## config.mk

```make
export PLATFORM = sky130hd
export DESIGN_NAME = wrr_arbiter_flat
export DESIGN_NICKNAME = d
export VERILOG_FILES = /design/src/rtl/wrr_arbiter_if.sv /design/src/rtl/wrr_arbiter.sv /design/src/flat_wrapper.sv
export SDC_FILE = /design/constraint.sdc
export NUM_CORES = 1
export LEC_CHECK = 0
export CAP_MARGIN = 20
export CORE_UTILIZATION = 40
export CTS_CLUSTER_DIAMETER = 120
export DETAILED_ROUTE_END_ITERATION = 16
export PLACE_DENSITY = 0.73
export SETUP_SLACK_MARGIN = 0.5
export SLEW_MARGIN = 20
export SYNTH_ARGS = -nofsm -noshare
export SYNTH_HDL_FRONTEND = slang
export SYNTH_SLANG_ARGS = --single-unit
```

## constraint.sdc

```tcl
create_clock -name clk -period 2.05 [get_ports clk]
set_input_delay 0.41 -clock clk [delete_from_list [all_inputs] [get_ports clk]]
set_output_delay 0.41 -clock clk [all_outputs]
set_load 0.02 [all_outputs]
```

## src/rtl/wrr_arbiter_if.sv

```systemverilog
`default_nettype none
// ---------------------------------------------------------------------------
// wrr_arbiter_if : request/weight/grant bundle for the weighted RR arbiter
// Revision: 1.0
// ---------------------------------------------------------------------------
interface wrr_arbiter_if #(
  parameter int REQS = 4,
  parameter int WW   = 3
);
  localparam int IDW = (REQS > 1) ? $clog2(REQS) : 1;

  logic [REQS-1:0]    req;
  logic [REQS*WW-1:0] weight;
  logic [REQS-1:0]    grant;
  logic [IDW-1:0]     grant_id;
  logic               grant_valid;

  modport master (
    output req,
    output weight,
    input  grant,
    input  grant_id,
    input  grant_valid
  );

  modport slave (
    input  req,
    input  weight,
    output grant,
    output grant_id,
    output grant_valid
  );
endinterface
`default_nettype wire

```

## src/rtl/wrr_arbiter.sv

```systemverilog
`default_nettype none
// ---------------------------------------------------------------------------
// wrr_arbiter : weighted round-robin arbiter, registered one-hot grant
// Revision: 1.0
// ---------------------------------------------------------------------------
module wrr_arbiter #(
  parameter int REQS = 4,
  parameter int WW   = 3
) (
  input  logic         clk,
  input  logic         rst,
  wrr_arbiter_if.slave bus
);
  localparam int IDW = (REQS > 1) ? $clog2(REQS) : 1;
  localparam logic [2*REQS-1:0] ONE2 = {{(2*REQS-1){1'b0}}, 1'b1};

  typedef enum logic [0:0] {
    S_IDLE  = 1'b0,
    S_GRANT = 1'b1
  } state_t;

  state_t          state_q,    state_d;
  logic [REQS-1:0] grant_q,    grant_d;
  logic [IDW-1:0]  grant_id_q, grant_id_d;
  logic [IDW-1:0]  last_q,     last_d;
  logic [WW-1:0]   credit_q,   credit_d;

  logic [IDW-1:0]    w_start;
  logic [2*REQS-1:0] w_dbl;
  logic [2*REQS-1:0] w_mask;
  logic [2*REQS-1:0] w_masked;
  logic [2*REQS-1:0] w_lsb;
  logic [REQS-1:0]   w_win;
  logic [IDW-1:0]    w_win_id;
  logic [WW-1:0]     w_win_wt;
  logic              w_hold;

  // Circular search: duplicate req, mask off bits below the start index,
  // isolate the lowest remaining bit and fold both halves back together.
  always_comb begin
    w_start  = (last_q == IDW'(REQS-1)) ? '0 : last_q + IDW'(1);
    w_dbl    = {bus.req, bus.req};
    w_mask   = ~((ONE2 << w_start) - ONE2);
    w_masked = w_dbl & w_mask;
    w_lsb    = w_masked & (~w_masked + ONE2);
    w_win    = w_lsb[REQS-1:0] | w_lsb[2*REQS-1:REQS];
    w_win_id = '0;
    w_win_wt = '0;
    for (int i = 0; i < REQS; i++) begin
      if (w_win[i]) begin
        w_win_id = IDW'(i);
        w_win_wt = bus.weight[i*WW +: WW];
      end
    end
  end

  assign w_hold = (state_q == S_GRANT) && bus.req[grant_id_q] && (credit_q > WW'(1));

  always_comb begin
    state_d    = state_q;
    grant_d    = grant_q;
    grant_id_d = grant_id_q;
    last_d     = last_q;
    credit_d   = credit_q;
    if (w_hold) begin
      credit_d = credit_q - WW'(1);
    end else if (bus.req == '0) begin
      state_d    = S_IDLE;
      grant_d    = '0;
      grant_id_d = '0;
    end else begin
      state_d    = S_GRANT;
      grant_d    = w_win;
      grant_id_d = w_win_id;
      last_d     = w_win_id;
      credit_d   = (w_win_wt == '0) ? WW'(1) : w_win_wt;
    end
  end

  always_ff @(posedge clk or negedge rst) begin
    if (!rst) begin
      state_q    <= S_IDLE;
      grant_q    <= '0;
      grant_id_q <= '0;
      last_q     <= IDW'(REQS-1);
      credit_q   <= '0;
    end else begin
      state_q    <= state_d;
      grant_q    <= grant_d;
      grant_id_q <= grant_id_d;
      last_q     <= last_d;
      credit_q   <= credit_d;
    end
  end

  assign bus.grant       = grant_q;
  assign bus.grant_id    = grant_id_q;
  assign bus.grant_valid = (state_q == S_GRANT);

endmodule
`default_nettype wire

```

## src/flat_wrapper.sv

```systemverilog
// flat-port wrapper written by rule: the top's interface ports become plain ports
module wrr_arbiter_flat 
#(
  parameter int REQS = 4,
  parameter int WW   = 3
)
  (clk, rst, bus_req, bus_weight, bus_grant, bus_grant_id, bus_grant_valid);
  wrr_arbiter_if #(.REQS(REQS), .WW(WW)) bus_i ();
  input  logic clk;
  input  logic rst;
  input wire logic [$bits(bus_i.req)-1:0] bus_req;
  input wire logic [$bits(bus_i.weight)-1:0] bus_weight;
  output wire logic [$bits(bus_i.grant)-1:0] bus_grant;
  output wire logic [$bits(bus_i.grant_id)-1:0] bus_grant_id;
  output wire logic [$bits(bus_i.grant_valid)-1:0] bus_grant_valid;
  assign bus_i.req = bus_req;
  assign bus_i.weight = bus_weight;
  assign bus_grant = bus_i.grant;
  assign bus_grant_id = bus_i.grant_id;
  assign bus_grant_valid = bus_i.grant_valid;
  wrr_arbiter #(.REQS(REQS), .WW(WW)) u_core (.clk(clk), .rst(rst), .bus(bus_i));
endmodule
```

==> qor.csv <==
metric;value;unit
result_of_the_run;finished, violations left;
violations;negative setup slack;
placed_cells;154;
maxSlewHeadroom;63.0;%
drt_wl_total;2.37;mm
cts_made_buffers;3;
start_util;44.2;%
dpl-instance-area;1220;um2
synth.cell_area;797;um2
finalInstanceArea;1320;um2
buffer_ports.inserted;24;
max_clock_freq;456;MHz
chipHeight;46.6;um
post-route-period-util;107;%
pwr_density_cell;1580;nW/um2
path_delay_family;compound AO/OA/AOI/OAI gates;
synth_enable_flop_cells;0;
syn-mean-instance-area;9.06;um2
globalRoute.totalOverflow;0;
finalWorstSetupSlack;-0.143;ns
route.detailed.vias_per_inst;5.48;
static_leakage;0.612;nW
report.power.total;2.09;mW
clkTransAtPathRegs;0.09;ns
place_hpwl;1.74;mm
antenna_diode_count;0;
power.sequential.fraction;22.3;%
crit_path_cell_trace;inv_2, ha_4, or4b_4, o21a_1, a221o_1, a22oi_2, a31oi_1, nand3_1;
switching_share;41.5;%
required_time_worst_endpoint;2.27;ns
hold_viol_final;0;
syn-instance-count;88;
p_clk_share;9.4;%
cts_sink_count;12;
worstSetupStartpointType;flop;
setup_viol;3;
track_usage;25.4;%
num-nets-final;158;
area.growth.synth_to_final;65.6;%
synth_area_leaders;sky130_fd_sc_hd__dfrtp_1 (31%), sky130_fd_sc_hd__dfstp_2 (6.6%), sky130_fd_sc_hd__ha_1 (6.3%);
drc;0;
critical_path_class;reg -> reg;
gp_routability_congestion;0.827;
detailedRoute.firstIterationViolations;16;
intPower;1.22;mW
clockRootBuffer;sky130_fd_sc_hd__clkbuf_4;
fillCellCount;147;
utilization;73.3;%
clk-insertion-delay-late;0.28;ns
firstDrtPassIters;4;
total_switching_power;0.865;mW
timing.clock.skew;0.00809;ns
ioPinCount;25;
unrepaired_setup_endpoints_after_global_routing;true;
synth.yosys.seq_area_share;38.0;%
first_global_vias;864;
number_of_levels_the_h_tree_was_split_into;1;
grt_start_max_net_pins;13;
worstHoldPathType;in -> async;
netlist.top_cell.by_area;sky130_fd_sc_hd__dfrtp_1;
ir_worst_vdd;0.921;mV
tritoncts;done;
grt_first_pass_wirelength;3.71;mm
core-area;1800;um2
die-area;2170;um2
asyncSetResetFlopFracSynth;100;%
post_drt_wl_per_cell;14.8;um
dieWidth;46.6;um
post_cts_hold_buffer_count;0;
max_cap_viol_count;0;
synth.most_common_cell;sky130_fd_sc_hd__nand2_1;
crit_path_end_kind;flop;
cp.arrival;2.42;ns
grt_antenna_before_repair;0;
yosys.area.top_type_share;31.4;%
power_frac_comb;68.4;%
synth_nets;110;
post_route_cells_drive_above_1_share;35.6;%
antenna_violating_nets_post_route;0;
cpMaxStageDelayCell;sky130_fd_sc_hd__dfstp_2;
yosys.cell_types.count;40;
ys_top_cells_by_count;sky130_fd_sc_hd__nand2_1 (13), sky130_fd_sc_hd__nor2_1 (11), sky130_fd_sc_hd__dfrtp_1 (10);
worst_slew_pin_slew;0.553;ns
synth_flop_cell;sky130_fd_sc_hd__dfrtp_1;
maxSlewViolCount;0;
clock_path_buffers;2;
yosysWarnings;0;
vias_post_dr;876;
crit_buf_inv;1;
rows;15;
critPathMaxStageDelay;0.55;ns
finish.cell_count_without_fillers;160;
period_needed;2.19;ns
yosys_register_bits;12;
critical_path.max_fanout;3;
-- cells by family after synthesis --
family	Yosys count	share of synthesized area, %
mux	3	4.08
flops	12	38.0
buf+inv	8	4.71
simple gates	40	25.3
compound gates	21	21.7
fa+ha+maj	4	6.28
-- worst reg2reg max path, cell delays in order (launching register included) --
cell and delay (ns):
sky130_fd_sc_hd__dfstp_2 0.55, sky130_fd_sc_hd__inv_2 0.04, sky130_fd_sc_hd__ha_4 0.21, sky130_fd_sc_hd__or4b_4 0.49, sky130_fd_sc_hd__o21a_1 0.18, sky130_fd_sc_hd__a221o_1 0.30, sky130_fd_sc_hd__a22oi_2 0.16, sky130_fd_sc_hd__a31oi_1 0.11
sky130_fd_sc_hd__nand3_1 0.10
-- cell usage in the layout (no fill, tap or decap), types with 3 or more instances in the layout --
cell and count:
sky130_fd_sc_hd__inv_1 3, sky130_fd_sc_hd__nand2_1 11, sky130_fd_sc_hd__dlygate4sd2_1 8, sky130_fd_sc_hd__nor2_1 9, sky130_fd_sc_hd__clkdlybuf4s50_1 16, sky130_fd_sc_hd__clkbuf_4 3, sky130_fd_sc_hd__buf_6 7, sky130_fd_sc_hd__o21ai_0 3
sky130_fd_sc_hd__buf_4 15, sky130_fd_sc_hd__nor2b_1 3, sky130_fd_sc_hd__dfrtp_1 10, sky130_fd_sc_hd__ha_1 3
-- worst paths after layout --
| check | slack [ns] | end | start | cells past startpoint |
|---|---|---|---|---|
| max reg2reg | -0.14 | u_core.credit_q[0]$_DFFE_PN0P_ | u_core.last_q[0]$_DFFE_PN1P_ | 8 |
| max | -0.14 | u_core.credit_q[0]$_DFFE_PN0P_ | u_core.last_q[0]$_DFFE_PN1P_ | 8 |
| min in group clk | 0.48 | u_core.bus.grant[3]$_DFFE_PN0N_ | u_core.bus.grant[3]$_DFFE_PN0N_ | 2 |
| min | 0.48 | u_core.credit_q[1]$_DFFE_PN0P_ | rst | 1 |
| min reg2reg | 0.48 | u_core.bus.grant[3]$_DFFE_PN0N_ | u_core.bus.grant[3]$_DFFE_PN0N_ | 2 |
| max in group asynchronous | 1.20 | u_core.bus.grant[0]$_DFFE_PN0N_ | rst | 1 |
-- sequential cells by signal, summed over array words and instances (netlist names) --
register                flops
u_core.credit_q             3
u_core.last_q               2
u_core.bus.grant_id         2
u_core.bus.grant            4
u_core.bus.grant_valid      1
-- per-layer routing --
metal  up-vias  global-route usage, %  routed length, um  share of wire [%]
met3         9                   6.27                111                4.7
li1        414                      -                  -                  -
met5         -                      0                  0                  0
met1       416                   26.4                955                 40
met2        37                   45.6               1240                 52
met4         0                   14.3                 69                2.9
-- area by class of cell --
cell class / instances / area [um2] / area share (%)
Clock buffer: 4 / 36.3 / 2.75
Tap cell: 25 / 31.3 / 2.37
Multi-Input combinational cell: 68 / 509 / 38.6
Timing Repair Buffer: 46 / 422 / 31.9
Sequential cell: 12 / 303 / 22.9
Inverter: 5 / 18.8 / 1.42
-- power groups by stage --
stage,clock [mW],sequential (mW),combinational [mW]
2_1_floorplan,0,0.520,0.679
3_3_place_gp,0,0.464,1.22
3_5_place_dp,0,0.466,1.28
4_1_cts,0.200,0.463,1.37
5_1_grt,0.210,0.478,1.54
6_report,0.196,0.465,1.43
-- per-stage QoR --
stage | worst slack [ns] | setup TNS, ns | hold WS [ns]
floorplan | -0.115 | -0.242 | 0.114
global placement | -0.272 | -0.865 | 0.461
detailed placement | -0.290 | -1.09 | 0.461
CTS | -0.151 | -0.426 | 0.483
global route | -0.234 | -0.636 | 0.498
finish | -0.143 | -0.382 | 0.479
-- repair_timing --
action                     4_1_cts  5_1_grt
pin swaps                        6        5
gates resized for setup         23        4
buffers inserted                 1        1
setup endpoints to repair       18       11
Power figures use the tool's default switching activity.
